$ cat config.mk
export PLATFORM = sky130hd
export DESIGN_NAME = alu_arbiter
export DESIGN_NICKNAME = d
export VERILOG_FILES = /design/src/rtl/alu_arbiter.sv
export SDC_FILE = /design/constraint.sdc
export NUM_CORES = 1
export LEC_CHECK = 0
export ABC_AREA = 1
export BUFFER_PORTS_ARGS = -buffer_cell sky130_fd_sc_hd__buf_2
export CAP_MARGIN = 10
export CORE_AREA = 5 5 121 123
export CTS_BUF_LIST = sky130_fd_sc_hd__clkbuf_4
export CTS_CLUSTER_SIZE = 20
export DETAILED_ROUTE_END_ITERATION = 6
export DIE_AREA = 0 0 126 128
export HOLD_SLACK_MARGIN = 0.02
export PLACE_DENSITY_LB_ADDON = 0.3
export RECOVER_POWER = 25
export SLEW_MARGIN = 10
export SYNTH_ARGS = -nofsm -noshare
export SYNTH_HDL_FRONTEND = slang
export SYNTH_SLANG_ARGS = --single-unit
$ cat constraint.sdc
create_clock -name clk -period 1.2 [get_ports clk]
set_input_delay 0.12 -clock clk [delete_from_list [all_inputs] [get_ports clk]]
set_output_delay 0.12 -clock clk [all_outputs]
set_load 0.05 [all_outputs]
$ cat src/rtl/alu_arbiter.sv
// Round-robin arbiter and sequencer that shares one combinational ALU between two
// valid/ready requesters: grant in IDLE, drive the ALU in EXEC, return the result in RESP.
module alu_arbiter #(
  parameter int N = 32
) (
  input  logic         clk,
  input  logic         reset_n,

  input  logic         req0_valid,
  output logic         req0_ready,
  input  logic [N-1:0] req0_A,
  input  logic [N-1:0] req0_B,
  input  logic [4:0]   req0_fn,
  output logic         rsp0_valid,
  input  logic         rsp0_ready,
  output logic [N-1:0] rsp0_R,
  output logic         rsp0_Z,

  input  logic         req1_valid,
  output logic         req1_ready,
  input  logic [N-1:0] req1_A,
  input  logic [N-1:0] req1_B,
  input  logic [4:0]   req1_fn,
  output logic         rsp1_valid,
  input  logic         rsp1_ready,
  output logic [N-1:0] rsp1_R,
  output logic         rsp1_Z,

  output logic [N-1:0] alu_A,
  output logic [N-1:0] alu_B,
  output logic [4:0]   alu_fn,
  input  logic [N-1:0] alu_R,
  input  logic         alu_Z,

  output logic         busy
);

  typedef enum logic [1:0] {IDLE, EXEC, RESP} state_t;

  state_t         state;
  logic           last_grant;
  logic           gnt_id;
  logic [N-1:0]   op_a;
  logic [N-1:0]   op_b;
  logic [4:0]     op_fn;
  logic [N-1:0]   res_r;
  logic           res_z;
  logic           grant0;
  logic           grant1;
  logic           rsp_done;

  // A tie goes to whichever requester was not granted last.
  always_comb begin
    // NOTE: default every combinational output first so no path can infer a latch.
    grant0 = 1'b0;
    grant1 = 1'b0;
    if (state == IDLE) begin
      if (req0_valid && (!req1_valid || last_grant)) begin
        grant0 = 1'b1;
      end else if (req1_valid) begin
        grant1 = 1'b1;
      end
    end
  end

  assign rsp_done = gnt_id ? rsp1_ready : rsp0_ready;

  always_ff @(posedge clk or negedge reset_n) begin
    if (!reset_n) begin
      state      <= IDLE;
      busy       <= 1'b0;
      last_grant <= 1'b1;
      gnt_id     <= 1'b0;
      op_a       <= '0;
      op_b       <= '0;
      op_fn      <= '0;
      res_r      <= '0;
      res_z      <= 1'b0;
    end else begin
      // NOTE: sequential state uses non-blocking assignments so every register
      // samples pre-edge values regardless of statement order.
      case (state)
        IDLE: begin
          if (grant0 || grant1) begin
            op_a       <= grant1 ? req1_A  : req0_A;
            op_b       <= grant1 ? req1_B  : req0_B;
            op_fn      <= grant1 ? req1_fn : req0_fn;
            gnt_id     <= grant1;
            last_grant <= grant1;
            state      <= EXEC;
            busy       <= 1'b1;
          end
        end
        EXEC: begin
          res_r <= alu_R;
          res_z <= alu_Z;
          state <= RESP;
        end
        RESP: begin
          if (rsp_done) begin
            state <= IDLE;
            busy  <= 1'b0;
          end
        end
        default: begin
          state <= IDLE;
          busy  <= 1'b0;
        end
      endcase
    end
  end

  assign req0_ready = grant0;
  assign req1_ready = grant1;

  assign rsp0_valid = (state == RESP) && !gnt_id;
  assign rsp1_valid = (state == RESP) &&  gnt_id;

  // Both response ports always show the last captured result.
  assign rsp0_R = res_r;
  assign rsp0_Z = res_z;
  assign rsp1_R = res_r;
  assign rsp1_Z = res_z;

  assign alu_A  = op_a;
  assign alu_B  = op_b;
  assign alu_fn = op_fn;

endmodule

## After elaboration in Yosys (flattened, before gate mapping)

Index checks and enable logic that the tools add are counted.

| word-level totals | value |
|---|---|
| bits in registers | 107 |
| output and inout bits | 140 |
| word-level logic and storage cells | 40 |

| cells by class | value |
|---|---|
| equal/unequal tests | 4 |
| mux-type cells | 15 |
| bitwise operators | 1 |
| reductions and logical operators | 11 |

Operator list:

| kind | number |
|---|---|
| $mux W32 | 2 |
| $mux W1 | 8 |
| $pmux W2 S3 | 1 |
| $mux W5 | 1 |
| $mux W2 | 2 |
| $reduce_and A2 Y1 | 2 |
| $logic_and A1 B1 Y1 | 3 |
| $pmux W1 S3 | 1 |
| $reduce_and A3 Y1 | 1 |
| $eq A2 B1 Y1 const B | 1 |
| $eq A2 B2 Y1 const B | 1 |
| $logic_not A1 Y1 | 2 |
| $logic_not A2 Y1 | 1 |
| $logic_or A1 B1 Y1 | 2 |
| $ne A2 B1 Y1 const B | 1 |
| $ne A2 B2 Y1 const B | 1 |
| $not A1 Y1 | 1 |

## Logic depth before layout (Yosys ltp)

Gate-level depths: netlist of the first run.

| logic depth | value |
|---|---|
| word-level depth | 8 |
| gate-level depth with buffers | 7 |

## Worst setup path after synthesis of the first run

No wires, ideal clock.

| timing | value |
|---|---|
| path kind | register -> register |
| start | register last_grant |
| end | register op_a[7], in the netlist alu_A[7] |
| arrival | 1350 ps |
| data required time | 1131 ps |
| path slack | -219 ps |
| cell stages (with the launch flop) | 8 |
| buffers on the path | 1 |
| cells stage by stage | dfstp_2 > inv_1 > nand2_1 > nand3_4 > inv_2 > buf_2 > nand3_1 > nand3_1 |

| on the way | value |
|---|---|
| word-level cells in the longest chain between the ends | 6 |
| elaborated cells between the ends (all ways) | 9 |
| classes of those cells | mux: 5; reduce/logical: 4 |

RTL lines:

| element | RTL line | text |
|---|---|---|
| from (decl) | 41 | `logic last_grant;` |
| from (signal assigned) | 89 | `last_grant <= grant1;` |
| $logic_or A1 B1 Y1 | 58 | `if (req0_valid && (!req1_valid \|\| last_grant)) begin` |
| $logic_and A1 B1 Y1 | 58 |  |
| $mux W1 | 58 |  |
| $mux W1 | 57 | `if (state == IDLE) begin` |
| named net req0_ready | 10 | `output logic req0_ready,` |
| $logic_or A1 B1 Y1 | 84 | `if (grant0 \|\| grant1) begin` |
| $reduce_and A2 Y1 (no source line) | - |  |
| to (signal assigned) | 85 | `op_a <= grant1 ? req1_A : req0_A;` |
| to (decl) | 43 | `logic [N-1:0] op_a;` |

The timed path passes the listed nets, and every way through them passes these cells.
A chain may end at the register's enable or synchronous reset.

## Worst setup path after layout of the first run

| timing | value |
|---|---|
| start | register last_grant |
| end | register op_fn[2], in the netlist alu_fn[2] |

| on the way | value |
|---|---|
| word-level cells in the longest chain between the ends | 6 |
| elaborated cells between the ends (all ways) | 9 |
| classes of those cells | mux: 5; reduce/logical: 4 |

RTL lines:

| element | RTL line | text |
|---|---|---|
| $logic_or A1 B1 Y1 * | 58 |  |
| $logic_and A1 B1 Y1 * | 58 |  |
| $mux W1 | 58 |  |
| $mux W1 | 57 |  |
| $logic_or A1 B1 Y1 | 84 |  |
| $reduce_and A2 Y1 (no source line) | - |  |
| to (signal assigned) | 87 | `op_fn <= grant1 ? req1_fn : req0_fn;` |
| to (decl) | 45 | `logic [4:0] op_fn;` |

Every way passes the cells marked *; elsewhere a longest branch is shown, timed or not.

==> flow_summary.json, run 1 <==
{
  "io_buffers": 316,
  "p_sw_mw": 17.3,
  "hold_viol_final": 0,
  "skew_ns": 0.0256,
  "internal_power_mw": 16.3,
  "start_kind": "flop",
  "peakVddDrop_uv": 1860,
  "powerDensity_mw_per_mm2": 3120,
  "synth_xor_area_share_pct": 0,
  "grt_usage_pct": 31.4,
  "cts_made_buffers": 9,
  "synth_compound_area_share_pct": 0.304,
  "nNetsFinal": 1243,
  "wire_per_inst_um": 22.1,
  "min_period_ns": 1.63,
  "pwr-share-clk_pct": 5.6,
  "synth_top_area_cell": "dfrtp_1",
  "synth_area_leaders": "dfrtp_1 (54%), nand3_1 (21%), mux2_2 (7.5%), buf_4 (5.9%), nand2_1 (5.7%)",
  "end_kind": "flop",
  "leakage_nw": 5.46,
  "fin_crit_sh_pct": 136,
  "cts_max_level": 3,
  "synth.distinct_cells": 17,
  "ys_seq_area_share_pct": 54.2,
  "syn_inst": 520,
  "grt_max_degree": 39,
  "drc_errors": 0,
  "tns_ns": -32.41,
  "mostFrequentLayoutCells": "nand3_1 (197), buf_2 (175), dlygate4sd3_1 (174)",
  "seq_power_share_pct": 21.6,
  "cts_tree": "built",
  "antenna_found_initial": 0,
  "clk_latency_ns": 0.48,
  "multiInputGateArea_mm2": 0.00203,
  "drv_slew": 0,
  "post-dp-hpwl_um": 12400,
  "drt-pass1-iter-count": 6,
  "ys.warnings.count": 0,
  "critPathArrivalTime_ns": 2.01,
  "postRouteAntennaNets": 0,
  "ys_seq_elements": 107,
  "via_per_inst": 5.38,
  "synthesis.area_mm2": 0.00495,
  "n_fill_cell": 719,
  "worst_pin_slew_ns": 0.726,
  "cts-root-buf": "clkbuf_4",
  "final_common_cell": "nand3_1",
  "setup_ws_ns": -0.431,
  "drt_iter0_markers": 512,
  "netlist.area_leader.share_pct": 53.6,
  "grt.overflow.total": 0,
  "max_freq_mhz": 613,
  "power.total_mw": 33.7,
  "gp_routability_congestion": 0.826,
  "grt_pass1_vias": 7097,
  "outcome": "finished, violations left",
  "die_w_um": 126,
  "die_y_um": 128,
  "p_comb_share_pct": 72.8,
  "synth_top_family_by_area": "simple AND/OR/NAND/NOR gates",
  "maxCapViolCount": 0,
  "vias": 6735,
  "r2r_slack_ns": -0.43,
  "placementRows": 43,
  "diodes": 0,
  "netSwitchingFraction_pct": 51.5,
  "synth_fa_ha_area_share_pct": 0,
  "maxSlewHeadroom_pct": 51.6,
  "cp.required_ns": 1.58,
  "cts_sinks": 107,
  "hp-class": "primary input to flop",
  "dieArea_mm2": 0.0161,
  "start_util_pct": 36.5,
  "worstSetupPathType": "flop to flop",
  "rsz0062_at_grt": "yes",
  "clk_pin_slew_ns": 0.18,
  "cts_max_path_buffers": 2,
  "area_delta_synth_final_pct": 118,
  "synth_simple_gate_area_share_pct": 28.0,
  "drive_gt1_share_pct": 48.4,
  "synth_nets": 697,
  "muxShareOfSynthArea_pct": 7.51,
  "core_area_mm2": 0.0136,
  "register_area_mm2": 0.00269,
  "setup_violations": 189,
  "finalWirelength_um": 27600,
  "grt_pass1_wl_um": 39500,
  "pin_count": 317,
  "critPathMaxFanout": 8,
  "violations": "negative setup slack",
  "syn_area_per_cell_um2": 9.51
}
==> critical path, stage by stage, from the launching register on <==
cell	delay (ns)
dfstp_2	0.59
inv_2	0.04
nand2_2	0.06
nand3_4	0.09
buf_4	0.18
clkbuf_16	0.17
clkbuf_16	0.17
nand3_1	0.12
nand3_1	0.10
==> power by group through the flow <==
stage	Combinational, mW	Sequential (mW)	Clock, mW
after global routing	25.3	7.47	2.07
after global placement	16.5	6.48	0
after floorplan	7.04	12.4	0
after CTS	22.5	7.03	1.92
after detailed placement	16.6	6.49	0
final	24.5	7.27	1.90
==> metrics by stage <==
step | cell area, µm² | utilization, % | hold WS [ns] | std cells | worst slack, ns
after floorplan | 5020 | - | -0.176 | 520 | -0.158
after global placement | 6760 | 49.8 | 0.0738 | 983 | -0.172
after detailed placement | 6760 | 49.8 | 0.0752 | 983 | -0.199
after CTS | 10300 | 76.2 | 0.0534 | 1215 | -0.427
after global routing | 10800 | 79.7 | 0.176 | 1251 | -0.490
final | 10800 | 79.7 | 0.182 | 1251 | -0.431
==> cell type report <==
| class | count | area share, % |
|---|---|---|
| Clock inverter | 7 | 0.625 |
| Inverter | 12 | 0.556 |
| Clock buffer | 9 | 0.625 |
| Multi-Input combinational cell | 329 | 18.7 |
| Sequential cell | 107 | 24.9 |
| Timing Repair Buffer | 607 | 52.5 |
| Tap cell | 180 | 2.08 |
==> cells in the mapped netlist <==
| cell | number |
|---|---|
| clkbuf_1 | 8 |
| buf_4 | 39 |
| nand3_1 | 209 |
| inv_2 | 2 |
| nor2_2 | 1 |
| buf_2 | 24 |
| nand2_2 | 2 |
| nand4_1 | 1 |
| nor2_1 | 4 |
| nand3_4 | 1 |
| mux2_2 | 33 |
| a21oi_1 | 3 |
| dfrtp_1 | 106 |
| clkbuf_4 | 1 |
| nand2_1 | 75 |
| dfstp_2 | 1 |
| inv_1 | 10 |
==> layer usage <==
layer / global-route usage [%] / share of wire (%) / up-vias
met5: 0 / 0 / -
met2: 54.6 / 50 / 559
met3: 8.08 / 9.6 / 152
li1: - / - / 2852
met1: 35.0 / 34 / 3172
met4: 17.6 / 6.0 / 0
==> timing repair <==
action,4_1_cts,5_1_grt
pin swaps,4,12
setup endpoints to repair,246,247
hold endpoints to repair,211,0
gates cloned,11,8
buffers inserted,32,37
hold buffers,174,0
resized for setup,354,53
==> flip-flops by register name, indices dropped and copies added, names as in the netlist <==
| signal | flops |
|---|---|
| rsp0_R | 32 |
| last_grant | 1 |
| state | 2 |
| alu_B | 32 |
| alu_A | 32 |
| gnt_id | 1 |
| alu_fn | 5 |
| busy | 1 |
| rsp0_Z | 1 |
==> cells by family after synthesis <==
group | count (synthesis)
flip-flops | 107
buffers and inverters | 84
AND/OR/NAND/NOR | 293
AO/OA/AOI/OAI | 3
multiplexers | 33
==> worst paths after layout <==
kind                            start          to  cells after the start
setup / recovery           last_grant   alu_fn[2]                      8
hold / removal             req0_valid        busy                      7
hold reg to reg             alu_A[14]   alu_A[14]                      2
min in group asynchronous     reset_n  rsp0_R[30]                      2
max in group asynchronous     reset_n    alu_A[7]                      3
setup reg to reg           last_grant   alu_fn[2]                      8
Power figures use the tool's default switching activity.
==> run 2, diff against run 1 <==
GPL_ROUTABILITY_DRIVEN = 0   (was default)
PLACE_DENSITY_LB_ADDON = 0.25   (was 0.3)
==> run 2 against run 1 <==
Compared with the run above:
- clock-buffer cell count grew 3
- critical path depth fell by 3
- design area increased by 15%
- critical endpoint is now rsp0_R[29]
- non-clock buffer count grew 22
- critical path type unchanged
- core utilization rose by 12 points
- sequential power grew 2.9%
- first-iteration DRC count rose by 24%
- die area did not move
- the flow still finishes with violations (negative setup slack)
- final cell count up 2.3%
- clock skew is 0.0022 ns lower
- via count grew 7.3%
- routed wire length is 21% higher
==> flow_summary.json, run 2 (synthesis results as in run 1) <==
{
  "antenna_found_initial": 6,
  "clk_pin_slew_ns": 0.17,
  "drv_slew": 0,
  "violations": "negative setup slack",
  "mostFrequentLayoutCells": "buf_2 (175), dlygate4sd3_1 (174), buf_6 (143)",
  "clk_latency_ns": 0.45,
  "min_period_ns": 1.66,
  "drt_iter0_markers": 635,
  "met3_usage_pct": 9.88,
  "grt_pass1_vias": 7259,
  "fin_cells": 1280,
  "maxCapViolCount": 0,
  "critPathArrivalTime_ns": 2.01,
  "cts_sinks": 107,
  "post_dp_cell_area_mm2": 0.00658,
  "finalWirelength_um": 33300,
  "rsz0062_at_grt": "yes",
  "outcome": "finished, violations left",
  "start_kind": "flop",
  "drc_errors": 0,
  "critPathMaxFanout": 7,
  "cts-root-buf": "clkbuf_4",
  "cts_max_level": 3,
  "end_kind": "flop",
  "drive_gt1_share_pct": 65.9,
  "core_area_mm2": 0.0136,
  "hp-class": "primary input to flop",
  "powerDensity_mw_per_mm2": 3040,
  "drt-pass1-iter-count": 5,
  "wire_per_inst_um": 26.0,
  "fin_crit_sh_pct": 138,
  "dieArea_mm2": 0.0161,
  "start_util_pct": 36.5,
  "worstSetupPathType": "flop to flop",
  "cts_made_buffers": 9,
  "peakVddDrop_uv": 1550,
  "pre_cts_ws_ns": -0.173,
  "io_buffers": 316,
  "max_freq_mhz": 604,
  "cp.required_ns": 1.55,
  "die_y_um": 128,
  "cts_tree": "built",
  "post-dp-hpwl_um": 12400,
  "leakage_nw": 6.00,
  "n_fill_cell": 454,
  "dpl.cell_count": 964,
  "holdPathStages": 6,
  "postRouteAntennaNets": 0,
  "skew_ns": 0.0234,
  "grt_pass1_wl_um": 39500,
  "cts_max_path_buffers": 2,
  "power.total_mw": 37.8,
  "grt_use_met2_pct": 52.9,
  "placementRows": 43,
  "nNetsFinal": 1265,
  "area_delta_synth_final_pct": 151,
  "grt.overflow.total": 0,
  "vias": 7229,
  "via_per_inst": 5.65,
  "maxSlewHeadroom_pct": 54.5,
  "setup_ws_ns": -0.455,
  "worst_pin_slew_ns": 0.682,
  "grt_max_degree": 52,
  "setup_violations": 161,
  "grt_use_met1_pct": 33.5,
  "hold_viol_final": 0,
  "design_area_mm2": 0.0124,
  "pin_count": 317,
  "holdWs_ns": 0.121,
  "ff2ff_path_depth": 5,
  "grt_usage_pct": 31.0,
  "busiest_layer": "met2",
  "final_common_cell": "buf_2",
  "die_w_um": 126
}
run 2: cell count changes in the layout (fill, tap and decap cells not counted), moves of 3 or more:
cell      before  now
diode_2        0    7
clkbuf_4       9   12
buf_16         8   19
mux2_2         0   33
mux2_4        33    0
nand3_4        1   67
buf_4         72   87
buf_8         11    6
nand3_2       12  128
nand3_1      197   15
run 2: worst paths after layout:
check / from / to / slack [ns]
min reg2reg: last_grant / last_grant / 0.58
max reg2reg: state[0] / rsp0_R[29] / -0.46
min in group asynchronous: reset_n / alu_B[29] / 0.24
min: req1_valid / busy / 0.12
max: state[0] / rsp0_R[29] / -0.46
max in group asynchronous: reset_n / last_grant / 0.11
run 2: timing repair:
action / 4_1_cts / 5_1_grt
hold buffers: 174 / 0
pin swaps: 32 / 69
gates resized for setup: 406 / 224
endpoints found under the setup margin: 246 / 246
gates cloned: 19 / 9
setup buffers: 42 / 56
endpoints found under the hold margin: 209 / 0
run 2: report_power, final:
part	total [mW]	switching, mW	internal (mW)
sequential	7.48	2.05	5.42
combinational	28.3	16.5	11.8
clock	2.00	1.29	0.710
run 2: through the flow:
stage	util [%]	setup TNS, ns
after floorplan	-	-2.40
after global placement	48.5	-9.62
after detailed placement	48.5	-13.60
after CTS	79.3	-37.68
after global routing	91.7	-44.77
final	91.7	-36.72
run 2: area by class of cell:
| type | instances | area [µm²] | share of cell area, % |
|---|---|---|---|
| repair buffers | 629 | 6030 | 48.5 |
| multi-input cells | 329 | 3280 | 26.4 |
| flip-flops and latches | 107 | 2690 | 21.6 |
| well taps | 180 | 225 | 1.81 |
| clock buffers | 12 | 90.1 | 0.724 |
| inverters | 12 | 55.1 | 0.443 |
| clock inverters | 4 | 51.3 | 0.413 |
| diodes | 7 | 17.5 | 0.141 |
run 2: metal layers:
metal  part of all wire, %  vias up
li1                      -     2915
met1                    34     3479
met2                    50      632
met3                   8.9      203
met4                   7.6        0
met5                     0        -
run 2: worst max-delay path, stage by stage (launching register included):
cell       delay (ns)
dfrtp_1          0.46
buf_6            0.14
buf_4            0.13
nand2_2          0.16
bufbuf_16        0.31
mux2_2           0.35
==> run 3, diff against run 2 <==
ABC_AREA = default   (was 1)
CORE_AREA = 5 5 120 122   (was 5 5 121 123)
DIE_AREA = 0 0 125 127   (was 0 0 126 128)
==> run 3 against run 2 <==
Compared with the run above:
- power is 15% lower
- design area down 19%
- sequential share of layout area increased by 5.1 points
- largest cell class unchanged
- sequential power decreased by 3.7%
- non-clock buffer count shrank 50
- the flow still finishes with violations (negative setup slack)
- global-route usage shrank 5.0 points
==> flow_summary.json, run 3 <==
{
  "placementRows": 42,
  "p_comb_share_pct": 71.6,
  "synth_common_cells": "dfrtp_1 (106), a221o_1 (69), and3_1 (69)",
  "die_y_um": 127,
  "ys.flop_type": "dfrtp_1",
  "grt_usage_pct": 26.0,
  "cts-root-buf": "clkbuf_4",
  "wire_per_inst_um": 22.0,
  "drv_slew": 0,
  "end_kind": "flop",
  "ys.warnings.count": 0,
  "drc_errors": 0,
  "area_delta_synth_final_pct": 112,
  "netlist.area_leader.share_pct": 56.0,
  "internal_power_mw": 16.0,
  "start_util_pct": 36.2,
  "synthArstFlopShare_pct": 100,
  "skew_ns": 0.0236,
  "mostFrequentLayoutCells": "buf_2 (175), dlygate4sd3_1 (170), buf_6 (142)",
  "fin_crit_sh_pct": 147,
  "powerDensity_mw_per_mm2": 3190,
  "cts_made_buffers": 9,
  "hold_viol_final": 0,
  "seq_power_share_pct": 22.5,
  "ys_seq_area_share_pct": 56.6,
  "cts_max_level": 3,
  "die_w_um": 125,
  "final_common_cell": "buf_2",
  "holdWs_ns": 0.0424,
  "max_freq_mhz": 565,
  "synth_enable_flop_cells": 0,
  "min_period_ns": 1.77,
  "peakVddDrop_uv": 1800,
  "synth.most_common_cell": "dfrtp_1",
  "dpl.cell_count": 809,
  "post-route-util_pct": 76.7,
  "synthesis.area_mm2": 0.00474,
  "synth_nets": 539,
  "via_per_inst": 5.25,
  "synth.distinct_cells": 26,
  "nNetsFinal": 1064,
  "start_kind": "flop",
  "design_area_mm2": 0.0100,
  "n_fill_cell": 708,
  "worstSetupPathType": "flop to flop",
  "worst_pin_slew_ns": 0.675,
  "grt.overflow.total": 0,
  "drt-pass1-iter-count": 4,
  "setup_violations": 120,
  "syn_inst": 362,
  "post-dp-hpwl_um": 11800,
  "fin_cells": 1069,
  "pwr-share-clk_pct": 5.9,
  "synth_top_area_cell": "dfrtp_1",
  "io_buffers": 316,
  "hp-class": "primary input to flop",
  "netSwitchingFraction_pct": 50.0,
  "setup_ws_ns": -0.569,
  "drt_iter0_markers": 342,
  "p_sw_mw": 16.0,
  "rsz0062_at_grt": "yes",
  "post_dp_cell_area_mm2": 0.00643,
  "critPathArrivalTime_ns": 2.16,
  "pre_cts_ws_ns": -0.343,
  "drive_gt1_share_pct": 52.8,
  "outcome": "finished, violations left",
  "clk_pin_slew_ns": 0.16,
  "synth_area_leaders": "dfrtp_1 (56%), a221o_1 (15%), and3_1 (9.1%), mux2_2 (7.8%), buf_4 (5.2%)",
  "pin_count": 317,
  "finalWirelength_um": 23500,
  "r2r_slack_ns": -0.57,
  "tns_ns": -41.87,
  "postRouteAntennaNets": 0,
  "cp.required_ns": 1.59,
  "ys_seq_elements": 107,
  "maxCapViolCount": 0,
  "vias": 5611,
  "cts_sinks": 107,
  "core_area_mm2": 0.0131,
  "cts_max_path_buffers": 2,
  "maxSlewHeadroom_pct": 55.0,
  "cts_tree": "built",
  "power.total_mw": 32.0,
  "critPathMaxFanout": 8,
  "syn_area_per_cell_um2": 13.1,
  "antenna_found_initial": 0,
  "leakage_nw": 5.09,
  "clk_latency_ns": 0.46,
  "grt_max_degree": 57,
  "dieArea_mm2": 0.0159,
  "grt_pass1_vias": 5967,
  "violations": "negative setup slack",
  "grt_pass1_wl_um": 32900
}
[run 3: cell count changes in the layout (fill, tap and decap cells not counted), moves of 6 or more]
cell	previous run	this run
nand3_2	128	0
nand2_1	74	0
a221o_1	0	69
and3_1	0	69
nand3_4	67	0
buf_4	87	62
buf_16	19	2
nand3_1	15	0
diode_2	7	1
inv_1	6	0
[run 3: what timing repair did]
item | in CTS | in global routing
gates resized for setup | 271 | 37
pin swaps | 1 | 4
setup buffers | 27 | 32
hold buffers | 170 | 0
hold endpoints to repair | 211 | 0
gates cloned | 5 | 9
endpoints found under the setup margin | 246 | 246
[run 3: cells by family (layout without fill, tap and decap cells)]
family | after synthesis | in the layout | synth area share, %
DFF | 107 | 107 | 56.6
other | 0 | 1 | 0
muxes | 34 | 34 | 8.06
AOI/OAI and AO/OA | 75 | 75 | 15.6
buffers and inverters | 67 | 597 | 9.27
and+or+nand+nor | 79 | 79 | 10.5
[run 3: path summary, 6_finish.rpt]
kind | from | endpoint | depth (start not counted)
setup / recovery | state[1] | alu_B[14] | 7
hold / removal | req0_A[31] | alu_A[31] | 3
setup reg to reg | state[1] | alu_B[14] | 7
hold reg to reg | alu_B[7] | alu_B[7] | 1
max in group asynchronous | reset_n | alu_B[18] | 3
min in group asynchronous | reset_n | state[1] | 2
[run 3: area by class of cell]
type	count	area, µm²	area share [%]
diodes	1	2.50	0.0249
clock buffers	11	82.6	0.823
multi-input cells	188	1690	16.9
flip-flops and latches	107	2680	26.7
inverters	2	12.5	0.125
clock inverters	5	53.8	0.536
well taps	176	220	2.19
repair buffers	579	5290	52.7
[run 3: worst max-delay path, cell delays in order, from the launching register on]
cell and delay, ns:
dfrtp_1 0.42, or3b_4 0.42, a21oi_4 0.17, buf_4 0.15, buf_12 0.14, buf_6 0.12
clkbuf_16 0.15, a221o_1 0.14
[run 3: power groups by stage]
stage / Combinational, mW / Clock (mW) / Sequential (mW)
final: 22.9 / 1.88 / 7.20
after global routing: 23.6 / 2.06 / 7.38
after CTS: 20.8 / 1.89 / 7.00
after detailed placement: 16.4 / 0 / 6.57
after global placement: 16.2 / 0 / 6.56
after floorplan: 6.88 / 0 / 12.5
[run 3: layer usage]
layer,share of wire (%),routed length [µm],global-route usage (%)
met5,0,0,0
met4,4.1,968,11.2
met3,8.4,1980,8.14
met2,51,11900,45.7
met1,37,8660,29.2
